`src/rtl/reg_bus_arbiter_pkg.sv`:
```
// Shared definitions for the register-bus arbiter: FSM state encoding,
// default timing parameters and requester identifiers.
package reg_bus_arbiter_pkg;

  typedef enum logic [2:0] {
    ARB_IDLE    = 3'd0,
    ARB_SETUP   = 3'd1,
    ARB_STROBE  = 3'd2,
    ARB_CAPTURE = 3'd3,
    ARB_RECOVER = 3'd4
  } arb_state_t;

  localparam int DEF_STROBE_CYC = 4;
  localparam int DEF_GAP_CYC    = 3;
  localparam int DEF_ADR_W      = 7;

  localparam logic OWNER_A = 1'b0;
  localparam logic OWNER_B = 1'b1;

endpackage

```
`src/rtl/reg_bus_arbiter_if.sv`:
```
// Bundle of both requester handshakes plus the register host bus.
// master = requesters/register block side, slave = the arbiter.
interface reg_bus_arbiter_if #(
  parameter int ADR_W = 7
);
  logic             a_req_i;
  logic             a_we_i;
  logic [ADR_W-1:0] a_adr_i;
  logic [15:0]      a_wdat_i;
  logic             a_ack_o;
  logic [15:0]      a_rdat_o;

  logic             b_req_i;
  logic             b_we_i;
  logic [ADR_W-1:0] b_adr_i;
  logic [15:0]      b_wdat_i;
  logic             b_ack_o;
  logic [15:0]      b_rdat_o;

  logic             cs_o;
  logic             we_o;
  logic             oe_o;
  logic [ADR_W-1:0] adr_o;
  logic [15:0]      dat_o;
  logic [15:0]      dat_i;

  modport master (
    output a_req_i, a_we_i, a_adr_i, a_wdat_i,
    input  a_ack_o, a_rdat_o,
    output b_req_i, b_we_i, b_adr_i, b_wdat_i,
    input  b_ack_o, b_rdat_o,
    input  cs_o, we_o, oe_o, adr_o, dat_o,
    output dat_i
  );

  modport slave (
    input  a_req_i, a_we_i, a_adr_i, a_wdat_i,
    output a_ack_o, a_rdat_o,
    input  b_req_i, b_we_i, b_adr_i, b_wdat_i,
    output b_ack_o, b_rdat_o,
    output cs_o, we_o, oe_o, adr_o, dat_o,
    input  dat_i
  );
endinterface

```
`src/rtl/reg_bus_arbiter_rr.sv`:
```
// Two-way round-robin grant picker; purely combinational.
// On contention the side that did not win last time is chosen.
module reg_arb_rr
  import reg_bus_arbiter_pkg::*;
(
  input  logic i_req_a,
  input  logic i_req_b,
  input  logic i_last_owner,
  output logic o_gnt_vld,
  output logic o_gnt_id
);

  assign o_gnt_vld = i_req_a | i_req_b;
  assign o_gnt_id  = (i_req_a && i_req_b) ? ~i_last_owner
                   : (i_req_b ? OWNER_B : OWNER_A);

endmodule

```
`src/rtl/reg_bus_arbiter.sv`:
```
// Arbitrates two single-word requesters onto the control-register host bus,
// producing held cs/we/oe strobes followed by a recovery gap.
module reg_bus_arbiter
  import reg_bus_arbiter_pkg::*;
#(
  parameter int STROBE_CYC = DEF_STROBE_CYC,
  parameter int GAP_CYC    = DEF_GAP_CYC,
  parameter int ADR_W      = DEF_ADR_W
) (
  input  logic             clk_i,
  input  logic             rst_n_i,
  reg_bus_arbiter_if.slave bus,
  output logic             busy_o,
  output logic             owner_o
);

  generate
    if (STROBE_CYC < 3 || STROBE_CYC > 15) begin : g_bad_strobe
      $error("STROBE_CYC must be within 3..15");
    end
    if (GAP_CYC < 2 || GAP_CYC > 15) begin : g_bad_gap
      $error("GAP_CYC must be within 2..15");
    end
  endgenerate

  localparam logic [3:0] STROBE_LD = 4'(STROBE_CYC);
  localparam logic [3:0] GAP_LD    = 4'(GAP_CYC);

  arb_state_t       r_state;
  logic [3:0]       r_cnt;
  logic             r_rr_last;
  logic             r_owner;
  logic             r_busy;
  logic             r_acc_we;
  logic             r_cs;
  logic             r_we;
  logic             r_oe;
  logic [ADR_W-1:0] r_adr;
  logic [15:0]      r_dat;
  logic             r_a_ack;
  logic             r_b_ack;
  logic [15:0]      r_a_rdat;
  logic [15:0]      r_b_rdat;

  logic             w_gnt_vld;
  logic             w_gnt_id;
  logic             w_sel_we;
  logic [ADR_W-1:0] w_sel_adr;
  logic [15:0]      w_sel_wdat;

  // r_rr_last resets to B so that A wins the first contended grant.
  reg_arb_rr u_rr (
    .i_req_a     (bus.a_req_i),
    .i_req_b     (bus.b_req_i),
    .i_last_owner(r_rr_last),
    .o_gnt_vld   (w_gnt_vld),
    .o_gnt_id    (w_gnt_id)
  );

  assign w_sel_we   = (w_gnt_id == OWNER_B) ? bus.b_we_i   : bus.a_we_i;
  assign w_sel_adr  = (w_gnt_id == OWNER_B) ? bus.b_adr_i  : bus.a_adr_i;
  assign w_sel_wdat = (w_gnt_id == OWNER_B) ? bus.b_wdat_i : bus.a_wdat_i;

  always_ff @(posedge clk_i or negedge rst_n_i) begin
    if (!rst_n_i) begin
      r_state   <= ARB_IDLE;
      r_cnt     <= 4'd0;
      r_rr_last <= OWNER_B;
      r_owner   <= OWNER_A;
      r_busy    <= 1'b0;
      r_acc_we  <= 1'b0;
      r_cs      <= 1'b0;
      r_we      <= 1'b0;
      r_oe      <= 1'b0;
      r_adr     <= '0;
      r_dat     <= 16'h0000;
      r_a_ack   <= 1'b0;
      r_b_ack   <= 1'b0;
      r_a_rdat  <= 16'h0000;
      r_b_rdat  <= 16'h0000;
    end else begin
      r_a_ack <= 1'b0;
      r_b_ack <= 1'b0;
      case (r_state)
        ARB_IDLE: begin
          if (w_gnt_vld) begin
            r_state   <= ARB_SETUP;
            r_busy    <= 1'b1;
            r_owner   <= w_gnt_id;
            r_rr_last <= w_gnt_id;
            r_acc_we  <= w_sel_we;
            r_adr     <= w_sel_adr;
            // Reads leave the previous write data parked on dat_o.
            if (w_sel_we) begin
              r_dat <= w_sel_wdat;
            end
          end
        end
        ARB_SETUP: begin
          r_state <= ARB_STROBE;
          r_cnt   <= STROBE_LD;
          r_cs    <= 1'b1;
          r_we    <= r_acc_we;
          r_oe    <= ~r_acc_we;
        end
        ARB_STROBE: begin
          if (r_cnt == 4'd1) begin
            r_state <= ARB_CAPTURE;
            r_cs    <= 1'b0;
            r_we    <= 1'b0;
            r_oe    <= 1'b0;
            if (r_owner == OWNER_B) begin
              r_b_ack <= 1'b1;
              if (!r_acc_we) begin
                r_b_rdat <= bus.dat_i;
              end
            end else begin
              r_a_ack <= 1'b1;
              if (!r_acc_we) begin
                r_a_rdat <= bus.dat_i;
              end
            end
          end else begin
            r_cnt <= r_cnt - 4'd1;
          end
        end
        ARB_CAPTURE: begin
          r_state <= ARB_RECOVER;
          r_cnt   <= GAP_LD;
        end
        ARB_RECOVER: begin
          if (r_cnt == 4'd1) begin
            r_state <= ARB_IDLE;
            r_busy  <= 1'b0;
          end else begin
            r_cnt <= r_cnt - 4'd1;
          end
        end
        default: begin
          r_state <= ARB_IDLE;
          r_busy  <= 1'b0;
        end
      endcase
    end
  end

  assign bus.cs_o     = r_cs;
  assign bus.we_o     = r_we;
  assign bus.oe_o     = r_oe;
  assign bus.adr_o    = r_adr;
  assign bus.dat_o    = r_dat;
  assign bus.a_ack_o  = r_a_ack;
  assign bus.b_ack_o  = r_b_ack;
  assign bus.a_rdat_o = r_a_rdat;
  assign bus.b_rdat_o = r_b_rdat;
  assign busy_o       = r_busy;
  assign owner_o      = r_owner;

endmodule
```
`src/flat_wrapper.sv`:
```
// flat-port wrapper written by rule: the top's interface ports become plain ports
module reg_bus_arbiter_flat import reg_bus_arbiter_pkg::*;
#(
  parameter int STROBE_CYC = DEF_STROBE_CYC,
  parameter int GAP_CYC    = DEF_GAP_CYC,
  parameter int ADR_W      = DEF_ADR_W
)
  (clk_i, rst_n_i, busy_o, owner_o, bus_a_req_i, bus_a_we_i, bus_a_adr_i, bus_a_wdat_i, bus_a_ack_o, bus_a_rdat_o, bus_b_req_i, bus_b_we_i, bus_b_adr_i, bus_b_wdat_i, bus_b_ack_o, bus_b_rdat_o, bus_cs_o, bus_we_o, bus_oe_o, bus_adr_o, bus_dat_o, bus_dat_i);
  reg_bus_arbiter_if #(.ADR_W(ADR_W)) bus_i ();
  input  logic clk_i;
  input  logic rst_n_i;
  output logic busy_o;
  output logic owner_o;
  input wire logic [$bits(bus_i.a_req_i)-1:0] bus_a_req_i;
  input wire logic [$bits(bus_i.a_we_i)-1:0] bus_a_we_i;
  input wire logic [$bits(bus_i.a_adr_i)-1:0] bus_a_adr_i;
  input wire logic [$bits(bus_i.a_wdat_i)-1:0] bus_a_wdat_i;
  output wire logic [$bits(bus_i.a_ack_o)-1:0] bus_a_ack_o;
  output wire logic [$bits(bus_i.a_rdat_o)-1:0] bus_a_rdat_o;
  input wire logic [$bits(bus_i.b_req_i)-1:0] bus_b_req_i;
  input wire logic [$bits(bus_i.b_we_i)-1:0] bus_b_we_i;
  input wire logic [$bits(bus_i.b_adr_i)-1:0] bus_b_adr_i;
  input wire logic [$bits(bus_i.b_wdat_i)-1:0] bus_b_wdat_i;
  output wire logic [$bits(bus_i.b_ack_o)-1:0] bus_b_ack_o;
  output wire logic [$bits(bus_i.b_rdat_o)-1:0] bus_b_rdat_o;
  output wire logic [$bits(bus_i.cs_o)-1:0] bus_cs_o;
  output wire logic [$bits(bus_i.we_o)-1:0] bus_we_o;
  output wire logic [$bits(bus_i.oe_o)-1:0] bus_oe_o;
  output wire logic [$bits(bus_i.adr_o)-1:0] bus_adr_o;
  output wire logic [$bits(bus_i.dat_o)-1:0] bus_dat_o;
  input wire logic [$bits(bus_i.dat_i)-1:0] bus_dat_i;
  assign bus_i.a_req_i = bus_a_req_i;
  assign bus_i.a_we_i = bus_a_we_i;
  assign bus_i.a_adr_i = bus_a_adr_i;
  assign bus_i.a_wdat_i = bus_a_wdat_i;
  assign bus_a_ack_o = bus_i.a_ack_o;
  assign bus_a_rdat_o = bus_i.a_rdat_o;
  assign bus_i.b_req_i = bus_b_req_i;
  assign bus_i.b_we_i = bus_b_we_i;
  assign bus_i.b_adr_i = bus_b_adr_i;
  assign bus_i.b_wdat_i = bus_b_wdat_i;
  assign bus_b_ack_o = bus_i.b_ack_o;
  assign bus_b_rdat_o = bus_i.b_rdat_o;
  assign bus_cs_o = bus_i.cs_o;
  assign bus_we_o = bus_i.we_o;
  assign bus_oe_o = bus_i.oe_o;
  assign bus_adr_o = bus_i.adr_o;
  assign bus_dat_o = bus_i.dat_o;
  assign bus_i.dat_i = bus_dat_i;
  reg_bus_arbiter #(.STROBE_CYC(STROBE_CYC), .GAP_CYC(GAP_CYC), .ADR_W(ADR_W)) u_core (.clk_i(clk_i), .rst_n_i(rst_n_i), .bus(bus_i), .busy_o(busy_o), .owner_o(owner_o));
endmodule
```
`config.mk`:
```
export PLATFORM = sky130hd
export DESIGN_NAME = reg_bus_arbiter_flat
export DESIGN_NICKNAME = d
export VERILOG_FILES = /design/src/rtl/reg_bus_arbiter_pkg.sv /design/src/rtl/reg_bus_arbiter_if.sv /design/src/rtl/reg_bus_arbiter_rr.sv /design/src/rtl/reg_bus_arbiter.sv /design/src/flat_wrapper.sv
export SDC_FILE = /design/constraint.sdc
export NUM_CORES = 1
export LEC_CHECK = 0
export CORE_AREA = 4 4 91 93
export CTS_BUF_LIST = sky130_fd_sc_hd__clkbuf_8
export CTS_CLUSTER_DIAMETER = 40
export DETAILED_ROUTE_END_ITERATION = 10
export DIE_AREA = 0 0 95 97
export PLACE_DENSITY = 0.84
export SKIP_CTS_REPAIR_TIMING = 1
export SYNTH_ARGS = -nofsm -noshare
export SYNTH_HDL_FRONTEND = slang
export SYNTH_HIERARCHICAL = 1
export SYNTH_SLANG_ARGS = --single-unit
```
`constraint.sdc`:
```
create_clock -name clk_i -period 2.6 [get_ports clk_i]
set_input_delay 0.39 -clock clk_i [delete_from_list [all_inputs] [get_ports clk_i]]
set_output_delay 0.39 -clock clk_i [all_outputs]
set_load 0.01 [all_outputs]
```
### Yosys cells after proc, flatten, opt, wreduce, memory -nomap -nowiden

Index checks and enable logic that the tools add are counted.

* flip-flop bits (word level): 71
* input port bits: 68
* word-level logic and storage cells: 67

* add/sub/neg operators: 1
* eq/ne operators: 9
* multiplexer cells: 23
* bitwise gates (word level): 5
* reduce and logical (&&, ||, !) cells: 14

Operators by type and width (count)
* 2-to-1 mux 16 bit: 1
* one-hot mux 3 bit (5 select lines): 1
* one-hot mux 4 bit (3 select lines): 1
* 2-to-1 mux 1 bit: 11
* 2-to-1 mux 3 bit: 3
* AND reduction 3 bit: 3
* AND reduction 4 bit: 2
* 2-to-1 mux 7 bit: 1
* == test 3 x 2 -> 1 bit (second input constant): 2
* one-hot mux 1 bit (2 select lines): 3
* AND reduction 2 bit: 3
* == test 4 x 1 -> 1 bit (second input constant): 1
* 2-to-1 mux 4 bit: 1
* != test 2 x 1 -> 1 bit (second input constant): 2
* != test 2 bit (second input constant): 2
* inverter 1 bit: 4
* subtractor 4 x 1 -> 4 bit (second input constant): 1
* == test 3 x 1 -> 1 bit (second input constant): 1
* == test 3 bit (second input constant): 1
* logical NOT 3 bit: 1
* one-hot mux 1 bit (3 select lines): 1
* nonzero test 3 bit: 1
* OR reduction 3 bit: 1
* nonzero test 2 bit: 1
* other kinds (3): 3

### Longest topological paths before layout

Gate-level depths: netlist of run 1.

* word-level depth: 4
* mapped depth: 8

### By module

Netlist of run 1, hierarchy kept.

Modules (own cells, without submodules)
* reg_bus_arbiter: instances 1, cells an instance 247, area each 3288.2 um^2
* reg_arb_rr: instances 1, cells an instance 2, area each 13.8 um^2

### Least setup slack after synthesis of run 1

Ideal clock, no wire load.

* path type: register to register
* start point: reg u_core.r_cnt[1]
* end point: reg u_core.r_b_rdat[0], in the netlist u_core/bus.b_rdat_o[0]
* arrival: 1.853 ns
* data required time: 2.475 ns
* setup slack: 0.622 ns
* cell stages (with the launch flop): 9
* cell sequence: dfrtp_1 inv_1 ha_1 nor3b_4 nand3_2 or3_1 buf_6 buf_12 mux2_4

* cells in the longest elaborated chain, start to end: 2

Ends and longest elaborated chain
* from (decl): RTL line reg_bus_arbiter.sv:30 `logic [3:0] r_cnt;`
* from (signal assigned): RTL line reg_bus_arbiter.sv:124 `r_cnt <= r_cnt - 4'd1;`
* from (signal assigned): RTL line reg_bus_arbiter.sv:136 `r_cnt <= r_cnt - 4'd1;`
* == test 4 x 1 -> 1 bit: RTL line reg_bus_arbiter.sv:107 `if (r_cnt == 4'd1) begin`
* AND reduction 4 bit (no line)
* to (signal assigned): RTL line reg_bus_arbiter.sv:115 `r_b_rdat <= bus.dat_i;`
* to (decl): RTL line reg_bus_arbiter.sv:43 `logic [15:0] r_b_rdat;`

Every way passes these cells.
A chain may end at the register's enable or synchronous reset.

### Worst setup path in the final report of run 1

* start point: reg u_core.r_cnt[1]
* end point: reg u_core.r_b_rdat[13], in the netlist u_core/bus.b_rdat_o[13]

Same word-level chain as after synthesis.

==> metrics, run 1 <==
Nets=454; cell internal pwr=3620 µW; Cells after Synth=249; FP Rows=32; Sw Pwr=1840 µW; DRC=0; DR vias=2449; H-tree depth=3; Post-synth EDFFs=0; HP Class=in2async; simple-gate share of the synthesized area=8.03%; main combinational cell family by area after synthesis=multiplexers; MaxCap Viol Count=0; R2R Setup Slk=0.44 ns; Most used DFF post-synth=dfrtp_1; P per Cell Area=1120 nW/µm²; unrepaired setup endpoints after global routing=false; Seq/Total Area, Yosys=53.8%; Top delay family on crit path=simple AND/OR/NAND/NOR gates; CP Max Fanout=16; Slew Limit Fails=0; Clock transition at path regs=0.09 ns; r2r worst-path depth=7; Avg Cell Area, Syn=13.3 µm²; clock latency on the worst-skew pair=0.34 ns; Final Cycle Share=83.1%; Die Wd=95 µm; RR Startpoint=u_core/r_cnt[1]$_DFFE_PN0P_; mapped cell area=3300 µm²; ranking of synthesized cells by area=dfrtp_1 53%, mux2_2 15%, mux2_4 9.1%, mux2i_1 2.7%, nand2_1 1.6%; Worst Path Buf+Inv=2; Layout fillers=595; vias in the first global route=2487; cells along the critical path=inv_1, ha_1, nor3b_4, nand3_2, or3_1, buf_4, mux2_4; Syn. warnings=6; Clock Tree Root=clkbuf_8; initial antenna violation count=0; routed wire length=7770 µm; DRT iter0 DRCs=163; antenna violation net count after detailed routing=0; clk buf depth=2; slew margin rel.=65.7%; Setup crit start kind=flip-flop; clock power share=15.2%; Synth Area in Adders=1.67%; final instance area=4880 µm²; layout cell share with drive strength beyond 1=24.4%; die area=9220 µm²; Multi-input gate area=1410 µm²; IO Count=130; Min Hold Slack=0.0518 ns; top cell type's share of synthesized area=53.1%; ant diodes=0; DP HPWL=5780 µm; CTS sink count=71; final setup fails=0; CTS tree=built; Pre-antenna DRT Iters=5; VDD IR max=0.574 mV; compound-cell area share of the yosys netlist=5.84%; endpoint of the worst register-to-register path=u_core/bus.b_rdat_o[13]$_DFFE_PN0P_; slowest cell on the critical path=dfrtp_1; delay of the slowest critical-path stage=0.43 ns; Wirelength per Cell=15.8 µm; most frequent cells in the layout=128 x clkdlybuf4s50_1, 70 x dfrtp_1, 44 x mux2_2, 20 x mux2_4, 14 x nand2_1; Port-buffer cells=129; total core area=7530 µm²; Netlist cell types=39; All-Layer GR Usage=17.4%; power share of the combinational group=47.3%; mux cell area share after synthesis=26.8%; first-pass GRT wire length=12400 µm; asr flop ratio synth=100%; post-synthesis net count=319; global route overflow=0; nature of the critical path endpoint=flip-flop; initial core utilization=43.9%; fmax=0.463 GHz; Synth Area in XOR/XNOR=0.265%; Die Y=97 µm; TNS Setup=0 ns; flop and latch count out of synthesis=71; crit path DAT=2.39 ns; commonest non-fill, non-tap cell in the layout=clkdlybuf4s50_1; status=complete, no violations; Worst-Margin Slew=0.514 ns; sequential power share=37.5%; Placer Congestion=0.773; post-layout min period=2.16 ns; P_leak=0.00210 µW; Switching Fraction=33.6%; Placement Cell Area=4690 µm²; crit path kind=reg2reg; total area of sequential cells=1780 µm²; CP required=2.83 ns; Worst Skew=0.0109 ns; routed vias/inst=4.99; pin count of the biggest net entering global routing=72; P&R area growth vs syn=47.8%; clock buffer count from CTS=9; Hold Violations, Final=0; largest area contributor in the netlist=dfrtp_1
## metrics by stage
| step | util [%] | power, µW | std cells | worst slack (ns) |
|---|---|---|---|---|
| 2_1_floorplan | - | 3290 | 249 | 0.622 |
| 3_3_place_gp | 62.4 | 4570 | 475 | 0.452 |
| 3_5_place_dp | 62.4 | 4680 | 475 | 0.387 |
| 4_1_cts | 64.8 | 5530 | 491 | 0.441 |
| 5_1_grt | 64.8 | 5820 | 491 | 0.316 |
| 6_report | 64.8 | 5460 | 491 | 0.439 |
## final cells by class
cell class / count / area share (%)
well taps: 102 / 2.62
flip-flops and latches: 71 / 36.4
multi-input cells: 160 / 28.9
repair buffers: 137 / 27.8
clock buffers: 9 / 2.54
clock inverters: 7 / 1.26
inverters: 5 / 0.385
## state kept, by name, indices dropped and copies added, names as in the netlist, 3 cells and up
| name | flops |
|---|---|
| u_core/bus.a_rdat_o | 16 |
| u_core/bus.b_rdat_o | 16 |
| u_core/bus.dat_o | 16 |
| u_core/bus.adr_o | 7 |
| u_core/r_cnt | 4 |
| u_core/r_state | 3 |
## Yosys cell counts, drive strengths merged, types with 4 or more instances
master  number
inv          5
dfrtp       70
mux2i        9
nor2b        4
a21oi        7
buf          5
clkbuf       8
nand2       14
mux2        64
o21ai       10
nor2        13
nand3        6
## kinds of logic (layout without fill, tap and decap cells)
kind of cell               after synthesis  in the layout
AOI/OAI and AO/OA                       30             30
xor gates and xnor gates                 1              1
adders and majority gates                5              5
buffers and inverters                   18            158
DFF                                     71             71
muxes                                   73             73
and+or+nand+nor                         51             51
## worst max-delay path by stage
stage | startpoint | to | slack, ns | cells past startpoint
2_1_floorplan | u_core/r_cnt[1]$_DFFE_PN0P_ | u_core/bus.b_rdat_o[0]$_DFFE_PN0P_ | 0.62 | 8
3_3_place_gp | bus_a_req_i | u_core/bus.dat_o[1]$_DFFE_PN0P_ | 0.45 | 7
3_5_place_dp | bus_b_req_i | u_core/bus.dat_o[13]$_DFFE_PN0P_ | 0.39 | 5
4_1_cts | u_core/r_cnt[1]$_DFFE_PN0P_ | u_core/bus.b_rdat_o[13]$_DFFE_PN0P_ | 0.44 | 7
5_1_grt | u_core/r_cnt[1]$_DFFE_PN0P_ | u_core/bus.b_rdat_o[8]$_DFFE_PN0P_ | 0.32 | 7
6_report | u_core/r_cnt[1]$_DFFE_PN0P_ | u_core/bus.b_rdat_o[13]$_DFFE_PN0P_ | 0.44 | 7
## metal layers
layer / part of all wire (%) / track usage (%) / vias to the layer above
li1: - / - / 1157
met1: 39 / 20.2 / 1182
met2: 51 / 28.6 / 100
met3: 8.4 / 6.14 / 10
met4: 1.7 / 7.33 / 0
met5: 0 / 0 / -
## power by group through the flow
stage / clock network [µW] / logic [µW] / registers (µW)
after detailed placement: 0 / 2620 / 2060
after floorplan: 0 / 1080 / 2200
after global routing: 912 / 2780 / 2120
final: 829 / 2580 / 2040
after global placement: 0 / 2530 / 2030
after CTS: 859 / 2620 / 2050
Note: power is estimated with default switching activity, not from simulation.
==> inputs of run 2 (changes only) <==
- CORE_AREA: 4 4 91 93 -> 4 4 95 97
- DIE_AREA: 0 0 95 97 -> 0 0 99 101
- PLACE_DENSITY: 0.84 -> 0.81
- clock period: 2.6 -> 1.8 ns (I/O delays scaled with it)
==> metrics, run 2 (synthesis gave the netlist of run 1 again) <==
Placer Congestion=0.863 (+12%); Min Hold Slack=0.473 ns (+0.422 ns); global route overflow=0 (unchanged); routed wire length=7970 µm (+2.5%); Clock transition at path regs=0.08 ns (about the same); Slew Limit Fails=0 (unchanged); All-Layer GR Usage=16.2% (-1.1 points); status=finished, violations left; HP Class=in2async; final instance area=5180 µm² (+6.2%); crit path kind=reg2reg; delay of the slowest critical-path stage=0.41 ns (-0.02 ns); R2R Setup Slk=-0.14 ns (-0.58 ns); routed vias/inst=4.82 (-3.4%); P&R area growth vs syn=57.0%; H-tree depth=3 (unchanged); die area=10000 µm² (+8.5%); P per Cell Area=1650 nW/µm² (+48%); Wirelength per Cell=15.4 µm (-2.4%); P_leak=0.00227 µW (+7.8%); slowest cell on the critical path=or3_4; Nets=476 (+4.8%); Hold Violations, Final=0 (unchanged); DRT iter0 DRCs=52 (-68%); endpoint of the worst register-to-register path=u_core/bus.a_rdat_o[12]$_DFFE_PN0P_; RR Startpoint=u_core/r_cnt[1]$_DFFE_PN0P_; clk buf depth=2 (unchanged); vias in the first global route=2684 (+7.9%); antenna violation net count after detailed routing=0 (unchanged); VDD IR max=0.707 mV (+23%); Final Cycle Share=108% (+25 points); CTS tree=built; most frequent cells in the layout=128 x clkdlybuf4s50_1, 70 x dfrtp_1, 44 x mux2_2, 24 x buf_4, 20 x mux2_4; commonest non-fill, non-tap cell in the layout=clkdlybuf4s50_1; fmax=0.515 GHz (+11%); Setup crit start kind=flip-flop; pin count of the biggest net entering global routing=72 (unchanged); CP required=2.02 ns (-0.81 ns); Placement Cell Area=4870 µm² (+3.8%); post-layout min period=1.94 ns (-0.218 ns); IO Count=130 (unchanged); clock buffer count from CTS=9 (unchanged); total core area=8130 µm² (+8.1%); Die Wd=99 µm (+4.2%); final setup fails=32 (+32); Port-buffer cells=129 (unchanged); Worst-Margin Slew=0.373 ns (-0.141 ns); initial antenna violation count=0 (unchanged); failing checks=negative setup slack; ant diodes=0 (unchanged); CTS sink count=71 (unchanged); cells along the critical path=inv_2, ha_4, nor3b_4, nand3_2, or3_4, buf_12, mux2_4; TNS Setup=-2.99 ns (-2.99 ns); Worst Skew=0.0111 ns (+0.000188 ns); initial core utilization=40.6% (-3.3 points); r2r worst-path depth=7 (unchanged); FP Rows=33 (+3.1%); Pre-antenna DRT Iters=4 (-1); DR vias=2486 (+1.5%); layout cell share with drive strength beyond 1=29.2% (+4.8 points); Final WS setup=-0.143 ns (-0.582 ns); MaxCap Viol Count=0 (unchanged); slew margin rel.=75.1% (+9.4 points); final core occ=63.7% (-1.1 points); unrepaired setup endpoints after global routing=true; first-pass GRT wire length=12900 µm (+4.4%); DRC=0 (unchanged); DP HPWL=5820 µm (+0.73%); Die Y=101 µm (+4.1%); clock latency on the worst-skew pair=0.34 ns (about the same); nature of the critical path endpoint=flip-flop; CP Max Fanout=11 (-5); crit path DAT=2.17 ns (-0.22 ns); Clock Tree Root=clkbuf_8
==> run 2: changes by cell type in the layout (fill, tap and decap cells not counted), moves of 2 or more <==
cell | previous run | this run
clkinvlp_4 | 2 | 0
buf_12 | 1 | 4
inv_6 | 4 | 2
bufinv_16 | 0 | 3
or3_1 | 3 | 1
or3_4 | 0 | 2
buf_4 | 7 | 24
==> run 2: layout make-up <==
class                      instances  area, µm²
clock buffer                       9        124
clock inverter                     7        128
fill                             629       2950
inverter                           5       18.8
multi-input combinational        160       1440
sequential                        71       1780
tap                              105        131
timing repair buffer             159       1570
==> run 2: worst max-delay path, delay by kind of cell (launching register included) <==
family / cells / cell delay, ns
multiplexers: 1 / 0.30
AND/OR/NAND/NOR: 3 / 0.76
flip-flops: 1 / 0.39
buffers and inverters: 2 / 0.25
adder cells (fa/ha/maj): 1 / 0.13
==> run 2: routing by layer <==
metal	track usage, %	routed length, µm
met1	19.7	3260
met2	27.6	4060
met3	4.64	552
met4	5.57	91
met5	0	0
==> run 2: power by group <==
| group | leakage [µW] | internal [µW] | switching (µW) |
|---|---|---|---|
| logic | 0.00130 | 2540 | 1560 |
| registers | 0.000842 | 2390 | 498 |
| clock network | 0.000126 | 942 | 638 |
| total | 0.00227 | 5870 | 2700 |
==> run 2: how the worst max path moves through the flow <==
| stage | startpoint | endpoint | slack [ns] |
|---|---|---|---|
| final | u_core/r_cnt[1]$_DFFE_PN0P_ | u_core/bus.a_rdat_o[12]$_DFFE_PN0P_ | -0.14 |
| after global routing | u_core/r_cnt[1]$_DFFE_PN0P_ | u_core/bus.a_rdat_o[12]$_DFFE_PN0P_ | -0.21 |
| after CTS | u_core/r_cnt[1]$_DFFE_PN0P_ | u_core/bus.a_rdat_o[12]$_DFFE_PN0P_ | -0.20 |
| after detailed placement | u_core/r_cnt[1]$_DFFE_PN0P_ | u_core/bus.a_rdat_o[12]$_DFFE_PN0P_ | -0.17 |
| after global placement | u_core/r_cnt[1]$_DFFE_PN0P_ | u_core/bus.a_rdat_o[8]$_DFFE_PN0P_ | -0.14 |
| after floorplan | u_core/r_cnt[1]$_DFFE_PN0P_ | u_core/bus.b_rdat_o[0]$_DFFE_PN0P_ | -0.17 |
==> run 2: per-stage QoR <==
stage	power [µW]	setup WS (ns)	std cells
final	8570	-0.143	516
after global routing	9120	-0.210	516
after CTS	8610	-0.198	512
after detailed placement	6970	-0.167	496
after global placement	6840	-0.144	496
after floorplan	4760	-0.166	249
